## src/rtl/if_fetch_queue.sv

```systemverilog
// Instruction fetch queue: holds pre-IF slots in order, matches in-order
// icache responses to them, and presents completed head entries to decode.
//
// Ports:
//   clk, reset        rising-edge clock, synchronous active-high reset
//   ps_to_fs_valid    pre-IF slot presented
//   ps_to_fs_bus[38:0] {inst_valid, pc[31:0], ex, exctype[4:0]}
//   fs_allowin        queue has room for one slot this cycle
//   icache_data_ok    one instruction word returned (request order)
//   icache_rdata      returned instruction word
//   flush             empty the queue and discard in-flight responses
//   ds_allowin        decode accepts the head entry this cycle
//   fs_to_ds_valid    head entry complete and presented
//   fs_to_ds_bus[69:0] {pc[31:0], inst[31:0], ex, exctype[4:0]}
module if_fetch_queue #(
   parameter int DEPTH = 4
) (
   input  logic        clk,
   input  logic        reset,
   input  logic        ps_to_fs_valid,
   input  logic [38:0] ps_to_fs_bus,
   output logic        fs_allowin,
   input  logic        icache_data_ok,
   input  logic [31:0] icache_rdata,
   input  logic        flush,
   input  logic        ds_allowin,
   output logic        fs_to_ds_valid,
   output logic [69:0] fs_to_ds_bus
);

   localparam int PW = $clog2(DEPTH);
   localparam int CW = PW + 1;
   localparam logic [CW-1:0] C_DEPTH = CW'(DEPTH);

   logic [31:0]   r_pc   [DEPTH];
   logic [31:0]   r_inst [DEPTH];
   logic          r_ex   [DEPTH];
   logic [4:0]    r_exc  [DEPTH];
   logic [DEPTH-1:0] r_done;

   logic [PW-1:0] r_head;
   logic [PW-1:0] r_tail;
   logic [CW-1:0] r_count;
   logic [CW-1:0] r_outst;
   logic [CW-1:0] r_disc;

   logic          w_in_iv;
   logic [31:0]   w_in_pc;
   logic          w_in_ex;
   logic [4:0]    w_in_exc;
   logic          w_acc;
   logic          w_enq;
   logic          w_req;
   logic          w_deq;
   logic          w_rsp_disc;
   logic          w_rsp_fill;
   logic          w_fill_wr;
   logic          w_rsp_live;
   logic          w_nonempty;
   logic [PW-1:0] w_fill_idx;
   logic          w_fill_hit;

   assign w_in_iv  = ps_to_fs_bus[38];
   assign w_in_pc  = ps_to_fs_bus[37:6];
   assign w_in_ex  = ps_to_fs_bus[5];
   assign w_in_exc = ps_to_fs_bus[4:0];

   assign fs_allowin     = (r_count < C_DEPTH);
   assign w_nonempty     = (r_count != '0);
   assign fs_to_ds_valid = w_nonempty & r_done[r_head];
   assign fs_to_ds_bus   = w_nonempty ?
                           {r_pc[r_head], r_inst[r_head],
                            r_ex[r_head], r_exc[r_head]} : 70'h0;

   assign w_acc = ps_to_fs_valid & fs_allowin & ~flush;
   // Non-instruction, non-exception slots are bubbles and vanish here.
   assign w_enq = w_acc & (w_in_iv | w_in_ex);
   assign w_req = w_acc & w_in_iv;
   assign w_deq = fs_to_ds_valid & ds_allowin & ~flush;

   // Responses retire stale (pre-flush) requests before filling entries.
   assign w_rsp_disc = icache_data_ok & (r_disc != '0);
   assign w_rsp_fill = icache_data_ok & (r_disc == '0) & (r_outst != '0);
   assign w_rsp_live = w_rsp_disc | w_rsp_fill;
   assign w_fill_wr  = w_rsp_fill & w_fill_hit & ~flush;

   // Oldest not-yet-done entry; exception entries are born done and
   // are skipped, so a plain counter pointer would not do.
   always_comb begin
      logic [PW-1:0] w_idx;
      w_fill_idx = r_head;
      w_fill_hit = 1'b0;
      w_idx      = r_head;
      for (int i = 0; i < DEPTH; i++) begin
         w_idx = r_head + PW'(i);
         if (!w_fill_hit && (CW'(i) < r_count) && !r_done[w_idx]) begin
            w_fill_idx = w_idx;
            w_fill_hit = 1'b1;
         end
      end
   end

   always_ff @(posedge clk) begin
      if (reset) begin
         r_head  <= '0;
         r_tail  <= '0;
         r_count <= '0;
         r_outst <= '0;
         r_disc  <= '0;
         r_done  <= '0;
      end else if (flush) begin
         r_head  <= r_tail;
         r_count <= '0;
         r_outst <= '0;
         r_done  <= '0;
         // The icache bounds in-flight requests to DEPTH, so this sum
         // stays within the counter range.
         r_disc  <= r_disc + r_outst - CW'(w_rsp_live);
      end else begin
         if (w_enq) begin
            r_done[r_tail] <= ~w_in_iv;
            r_tail         <= r_tail + 1'b1;
         end
         if (w_fill_wr) begin
            r_done[w_fill_idx] <= 1'b1;
         end
         if (w_deq) begin
            r_head <= r_head + 1'b1;
         end
         r_count <= r_count + CW'(w_enq) - CW'(w_deq);
         r_outst <= r_outst + CW'(w_req) - CW'(w_rsp_fill);
         r_disc  <= r_disc - CW'(w_rsp_disc);
      end
   end

   // Payload storage needs no reset: it is masked by count and done.
   always_ff @(posedge clk) begin
      if (!reset && w_enq) begin
         r_pc[r_tail]   <= w_in_pc;
         r_inst[r_tail] <= 32'h0;
         r_ex[r_tail]   <= w_in_ex;
         r_exc[r_tail]  <= w_in_exc;
      end
      if (!reset && w_fill_wr) begin
         r_inst[w_fill_idx] <= icache_rdata;
      end
   end

endmodule
```

## config.mk

```make
export PLATFORM = sky130hd
export DESIGN_NAME = if_fetch_queue
export DESIGN_NICKNAME = d
export VERILOG_FILES = /design/src/rtl/if_fetch_queue.sv
export SDC_FILE = /design/constraint.sdc
export NUM_CORES = 1
export LEC_CHECK = 0
export CAP_MARGIN = 40
export CORE_ASPECT_RATIO = 0.6
export CORE_MARGIN = 2
export CORE_UTILIZATION = 50
export CTS_CLUSTER_SIZE = 14
export DETAILED_ROUTE_END_ITERATION = 7
export GPL_ROUTABILITY_DRIVEN = 0
export PLACE_DENSITY_LB_ADDON = 0.25
export SKIP_LAST_GASP = 1
export SYNTH_ARGS = -nofsm -noshare
export SYNTH_HDL_FRONTEND = slang
export SYNTH_SLANG_ARGS = --single-unit
```

## constraint.sdc

```tcl
create_clock -name clk -period 3.2 [get_ports clk]
set_input_delay 0.48 -clock clk [delete_from_list [all_inputs] [get_ports clk]]
set_output_delay 0.48 -clock clk [all_outputs]
set_load 0.01 [all_outputs]
```

==> results.txt, run 1 <==
CTS tree -> done
Pin count of the biggest net entering global routing -> 68
Worst-Margin Slew -> 657 ps
Hold Path End -> r_tail[1]
#FFs+latches synth -> 299
Asr flop ratio synth -> 0%
Avg WL per Cell -> 21.1 um
CTS buffer count -> 27
Cell area after synthesis -> 0.0132 sq mm
Final Hold Fails -> 0
DR vias -> 7404
Gr ovfl total -> 0
Gr usage total -> 20.7%
Critical Path AT -> 2570 ps
Synth warn -> 0
WL final -> 27.9 mm
Routed met2 length -> 12.5 mm
DR pass1 iterations -> 5
Fin Clk Skew -> 23.1 ps
Worst path max stage delay -> 540 ps
Hold path start -> r_tail[1]
Clk slew on worst S/H paths -> 60 ps
Post-DP HPWL -> 17.1 mm
Syn nets -> 888
Fillers -> 1921
Die height -> 130 um
Fin Hold WS -> 503 ps
Flop2flop setup slack -> 200 ps
Status -> finished, final reports clean
Synth-to-Final Area Change -> 21.4%
Period minus WS final -> 3050 ps
Cell Pwr Density -> 498 mW/mm^2
Setup violators final -> 0
Max Slew Vio Count -> 0
Final period util -> 95.4%
WHS Path Cells -> 2
# diodes -> 0
IO Port Bufs -> 148
Hold crit path type -> reg -> reg
FMAX -> 0.328 GHz
Initial DRC Count -> 717
Post-route ant nets -> 0
H-tree depth -> 1
Slew margin rel. -> 55.8%
Critical path type -> reg -> out
Via density -> 5.61
Largest cells by area after synthesis -> edfxtp_1 64%, mux4_2 12%, and3_1 6.1%
Post-Synthesis Cells -> 793
Initial core utilization -> 51.5%
Leading area contributor after synthesis -> edfxtp_1
Share of cells above drive strength 1 -> 16.9%
Met3 WL -> 1.73 mm
Share of the synthesized area in the top cell type -> 63.9%
Top Layer Used -> met4
EDFF count, synth -> 280
Die width -> 213 um
# rows -> 45
Die ar. -> 0.0277 sq mm
RSZ-0062 raised after global routing -> no
First-pass GRT wire length -> 43.3 mm
Largest delay contributor family on the critical path -> buffers and inverters
Worst R2R End -> r_inst[2][6]
Static leakage -> 5.35 nW
Count leader, synth -> edfxtp_1
Max-cap violations -> 0
Routed length on met1 -> 13.3 mm
Startpoint types -> register
Peak VDD IR -> 0.347 mV
Worst Path Max Fanout -> 32
Fin Setup TNS -> 0 ps
Setup Buffers After CTS -> 0
Commonest cells post-synth -> 280 x edfxtp_1, 129 x and3_1, 75 x nor2b_1, 71 x mux4_2, 34 x clkbuf_1
CTS max path bufs -> 3
Worst r2r src -> r_head[0]
Cell count of the worst reg-to-reg path -> 8
Register area share after synthesis -> 66.8%
Buf+Inv Stages, Crit Path -> 2
Predominant post-synthesis flop cell -> edfxtp_1
Initial antenna violation count -> 0
Root Driver -> clkbuf_16
Nets@finish -> 1043
Sink Count -> 299
Clock latency on the worst-skew pair -> 540 ps
Slowest CP cell -> mux4_2
IO Pins -> 149
Core Region -> 0.0256 sq mm
Number of global-route vias before repair -> 7544
Avg Inst Size Synth -> 16.6 sq um
Synth unique cells -> 53
Crit path cell chain -> buf_12 -> mux4_2 -> nor2b_1 -> clkdlybuf4s50_1
Residual DRC count -> 0
Crit end category -> output pin
Critical Path RT -> 2720 ps
[per-stage QoR]
stage	power, mW	instances	area [sq um]	setup slack, ps	util, %
after CTS	8.02	1319	16000	68.0	62.4
after global placement	5.09	1269	15100	180	59.2
final	7.94	1319	16000	149	62.5
after floorplan	4.81	793	13200	136	-
after global routing	8.23	1319	16000	27.6	62.5
after detailed placement	5.10	1271	15200	106	59.4
[kinds of logic (layout without fill, tap and decap cells)]
group           Yosys count  count (layout)  share of synthesized area (%)
xor+xnor                  9               9                          0.599
simple gates            259             259                           11.9
buf+inv                  80             254                           2.98
mux                      77              77                           12.7
compound gates           51              51                           3.21
fa+ha+maj                18              18                           1.88
flops                   299             299                           66.8
[layout by cell type, fill, tap and decap left out, types with 10 or more instances in the layout]
cell	Yosys	final
mux4_2	71	71
nor2b_1	75	75
inv_1	20	20
ha_1	15	15
and3_1	129	129
clkdlybuf4s50_1	0	148
clkbuf_16	0	27
dfxtp_1	19	17
a21oi_1	10	10
edfxtp_1	280	280
nor2_1	19	19
buf_4	0	31
[worst max-delay path by stage]
| stage | slack, ps | to | startpoint | cells past startpoint |
|---|---|---|---|---|
| finish | 150 | fs_to_ds_bus[3] | register | 4 |
| detailed placement | 110 | r_inst[0][7] | r_count[1] | 8 |
| global route | 30 | fs_to_ds_bus[3] | register | 4 |
| global placement | 180 | r_inst[0][7] | r_count[1] | 8 |
| floorplan | 140 | r_inst[1][0] | r_count[2] | 11 |
| CTS | 70 | fs_to_ds_bus[6] | register | 4 |
[sequential cells by signal, summed over array words and instances (netlist names), named ones only]
name     count
r_head       2
r_tail       2
r_outst      3
r_ex         4
r_count      3
r_exc       20
r_pc       128
r_inst     128
r_disc       3
r_done       4
[worst register-to-register path: cells and delay by family, from the launching register on]
family          cells  cell delay (ps)
flops               1              590
simple gates        2              600
mux                 1              350
compound gates      3              770
buf+inv             2              430
[final cells by class]
class                      count  area, sq um  share of cell area [%]
clock inverter                12         73.8                   0.462
sequential                   299         8800                    55.1
timing repair buffer         186         1870                    11.7
multi-input combinational    414         4000                    25.1
inverter                      20         75.1                   0.470
tap                          352          440                    2.76
clock buffer                  36          709                    4.44
[routing by layer]
metal	GRT usage [%]	vias to the layer above
met5	0	-
met4	3.80	0
met3	3.64	27
met2	31.0	231
met1	32.4	3748
li1	-	3398
[repair_timing]
item | in CTS | in global routing
hold buffers | 0 | 0
endpoints found under the setup margin | 0 | 32
resized for setup | 0 | 1
[where the power goes]
part | total [mW] | switching (mW) | internal [mW]
logic | 0.659 | 0.310 | 0.349
registers | 4.35 | 0.0407 | 4.31
clock network | 2.94 | 1.31 | 1.62
total | 7.94 | 1.66 | 6.28
Power figures use the tool's default switching activity.
==> run 2: changes to the inputs <==
- clock period: 3.2 -> 3.4 ns (I/O delays scaled with it)
==> results.txt, run 2 (synthesis gave the netlist of run 1 again) <==
Post-route ant nets -> 0
Worst-Margin Slew -> 691 ps
Nets@finish -> 1035
Met3 WL -> 1.70 mm
Post-DP HPWL -> 17.5 mm
Max Slew Vio Count -> 0
Hold_buf cts -> 0
Max-cap violations -> 0
Total placed cells including tap cells -> 1263
Via density -> 5.66
Crit path to -> fs_to_ds_bus[31]
Hold crit path type -> reg -> reg
Worst r2r src -> r_count[2]
Initial core utilization -> 51.5%
H-tree depth -> 1
Commonest non-fill, non-tap cell in the layout -> edfxtp_1
CTS tree -> done
Worst Path Max Fanout -> 18
Final period util -> 92.2%
CTS buffer count -> 27
Startpoint types -> register
FMAX -> 0.319 GHz
DR pass1 iterations -> 5
Setup violators final -> 0
Avg WL per Cell -> 21.7 um
Cell Pwr Density -> 472 mW/mm^2
WL final -> 28.4 mm
Die ar. -> 0.0277 sq mm
Gr ovfl total -> 0
Static leakage -> 5.32 nW
Non-filler instance count after layout -> 1312
Routed length on met1 -> 13.3 mm
Sink Count -> 299
Residual DRC count -> 0
Final Hold Fails -> 0
Critical path type -> reg -> out
Share of cells above drive strength 1 -> 16.1%
RSZ-0062 raised after global routing -> no
Crit end category -> output pin
Crit path cell chain -> buf_12 -> mux4_2 -> nor2b_1 -> clkdlybuf4s50_1
Routed met2 length -> 13.0 mm
Gr usage total -> 20.8%
Hold path start -> r_tail[1]
# diodes -> 0
Number of global-route vias before repair -> 7467
Die height -> 130 um
Initial antenna violation count -> 1
Die width -> 213 um
Worst R2R End -> r_inst[2][2]
# resized after CTS -> 0
CTS max path bufs -> 3
Most frequent cells in the layout -> 280 x edfxtp_1, 148 x clkdlybuf4s50_1, 129 x and3_1, 75 x nor2b_1, 71 x mux4_2
IO Pins -> 149
Top Layer Used -> met4
Synth-to-Final Area Change -> 21.0%
Period minus WS final -> 3140 ps
Initial DRC Count -> 560
First-pass GRT wire length -> 43.6 mm
Slowest CP cell -> dfxtp_4
# rows -> 45
IO Port Bufs -> 148
Critical Path AT -> 2630 ps
Pin count of the biggest net entering global routing -> 125
Clk slew on worst S/H paths -> 70 ps
Root Driver -> clkbuf_16
Critical Path RT -> 2890 ps
Core Region -> 0.0256 sq mm
Cell count of the worst reg-to-reg path -> 9
Flop2flop setup slack -> 300 ps
Slew margin rel. -> 53.9%
Fillers -> 1866
Status -> finished, final reports clean
Fin Clk Skew -> 14.3 ps
DR vias -> 7428
Clock latency on the worst-skew pair -> 540 ps
Regs by FF count -> r_inst x128, r_pc x128, r_exc x20
Peak VDD IR -> 0.307 mV
Setup Buffers After CTS -> 0
Worst path max stage delay -> 600 ps
Fin Setup TNS -> 0 ps
run 2: cell count changes in the layout (fill, tap and decap cells not counted), moves of 2 or more:
cell      delta
a21o_1       +4
buf_4       -10
clkbuf_8     +3
clkinv_1     -2
buf_16       -2
buf_12       +4
a21o_2       -3
run 2: cell type report:
class	count	area, sq um	share of cell area (%)
Sequential cell	299	8800	55.2
Multi-Input combinational cell	414	3990	25.1
Timing Repair Buffer	178	1820	11.4
Clock buffer	38	747	4.69
Tap cell	352	440	2.77
Inverter	20	75.1	0.471
Clock inverter	11	52.6	0.330
run 2: per-stage QoR:
stage	setup WS (ps)	power, mW	hold slack [ps]	area, sq um	utilization (%)
4_1_cts	220	7.58	505	15900	62.3
3_3_place_gp	412	4.79	496	15100	59.2
5_1_grt	117	7.78	528	15900	62.3
6_report	264	7.52	510	15900	62.3
2_1_floorplan	68.2	4.52	469	13200	-
3_5_place_dp	380	4.79	494	15100	59.2
run 2: layer usage:
metal | vias to the layer above | track usage, %
met5 | - | 0
met4 | 0 | 4.29
met3 | 31 | 3.95
met2 | 248 | 31.6
met1 | 3763 | 31.8
li1 | 3386 | -
run 2: critical path, delay by kind of cell (launching register included):
family | cells | cell delay [ps]
buffers and inverters | 2 | 760
flip-flops | 1 | 600
multiplexers | 1 | 520
AND/OR/NAND/NOR | 1 | 190
run 2: report_power, final:
group	leakage (nW)	internal [mW]	switching (mW)
sequential	2.47	4.05	0.0478
clock	0.387	1.53	1.28
combinational	2.47	0.328	0.287
run 2: how the worst min path moves through the flow:
stage               cells past startpoint   endpoint  slack (ps)
finish                                  2  r_tail[1]         510
global route                            2  r_tail[1]         530
CTS                                     2  r_tail[1]         500
detailed placement                      2  r_tail[1]         490
global placement                        2  r_tail[1]         500
floorplan                               2  r_tail[1]         470
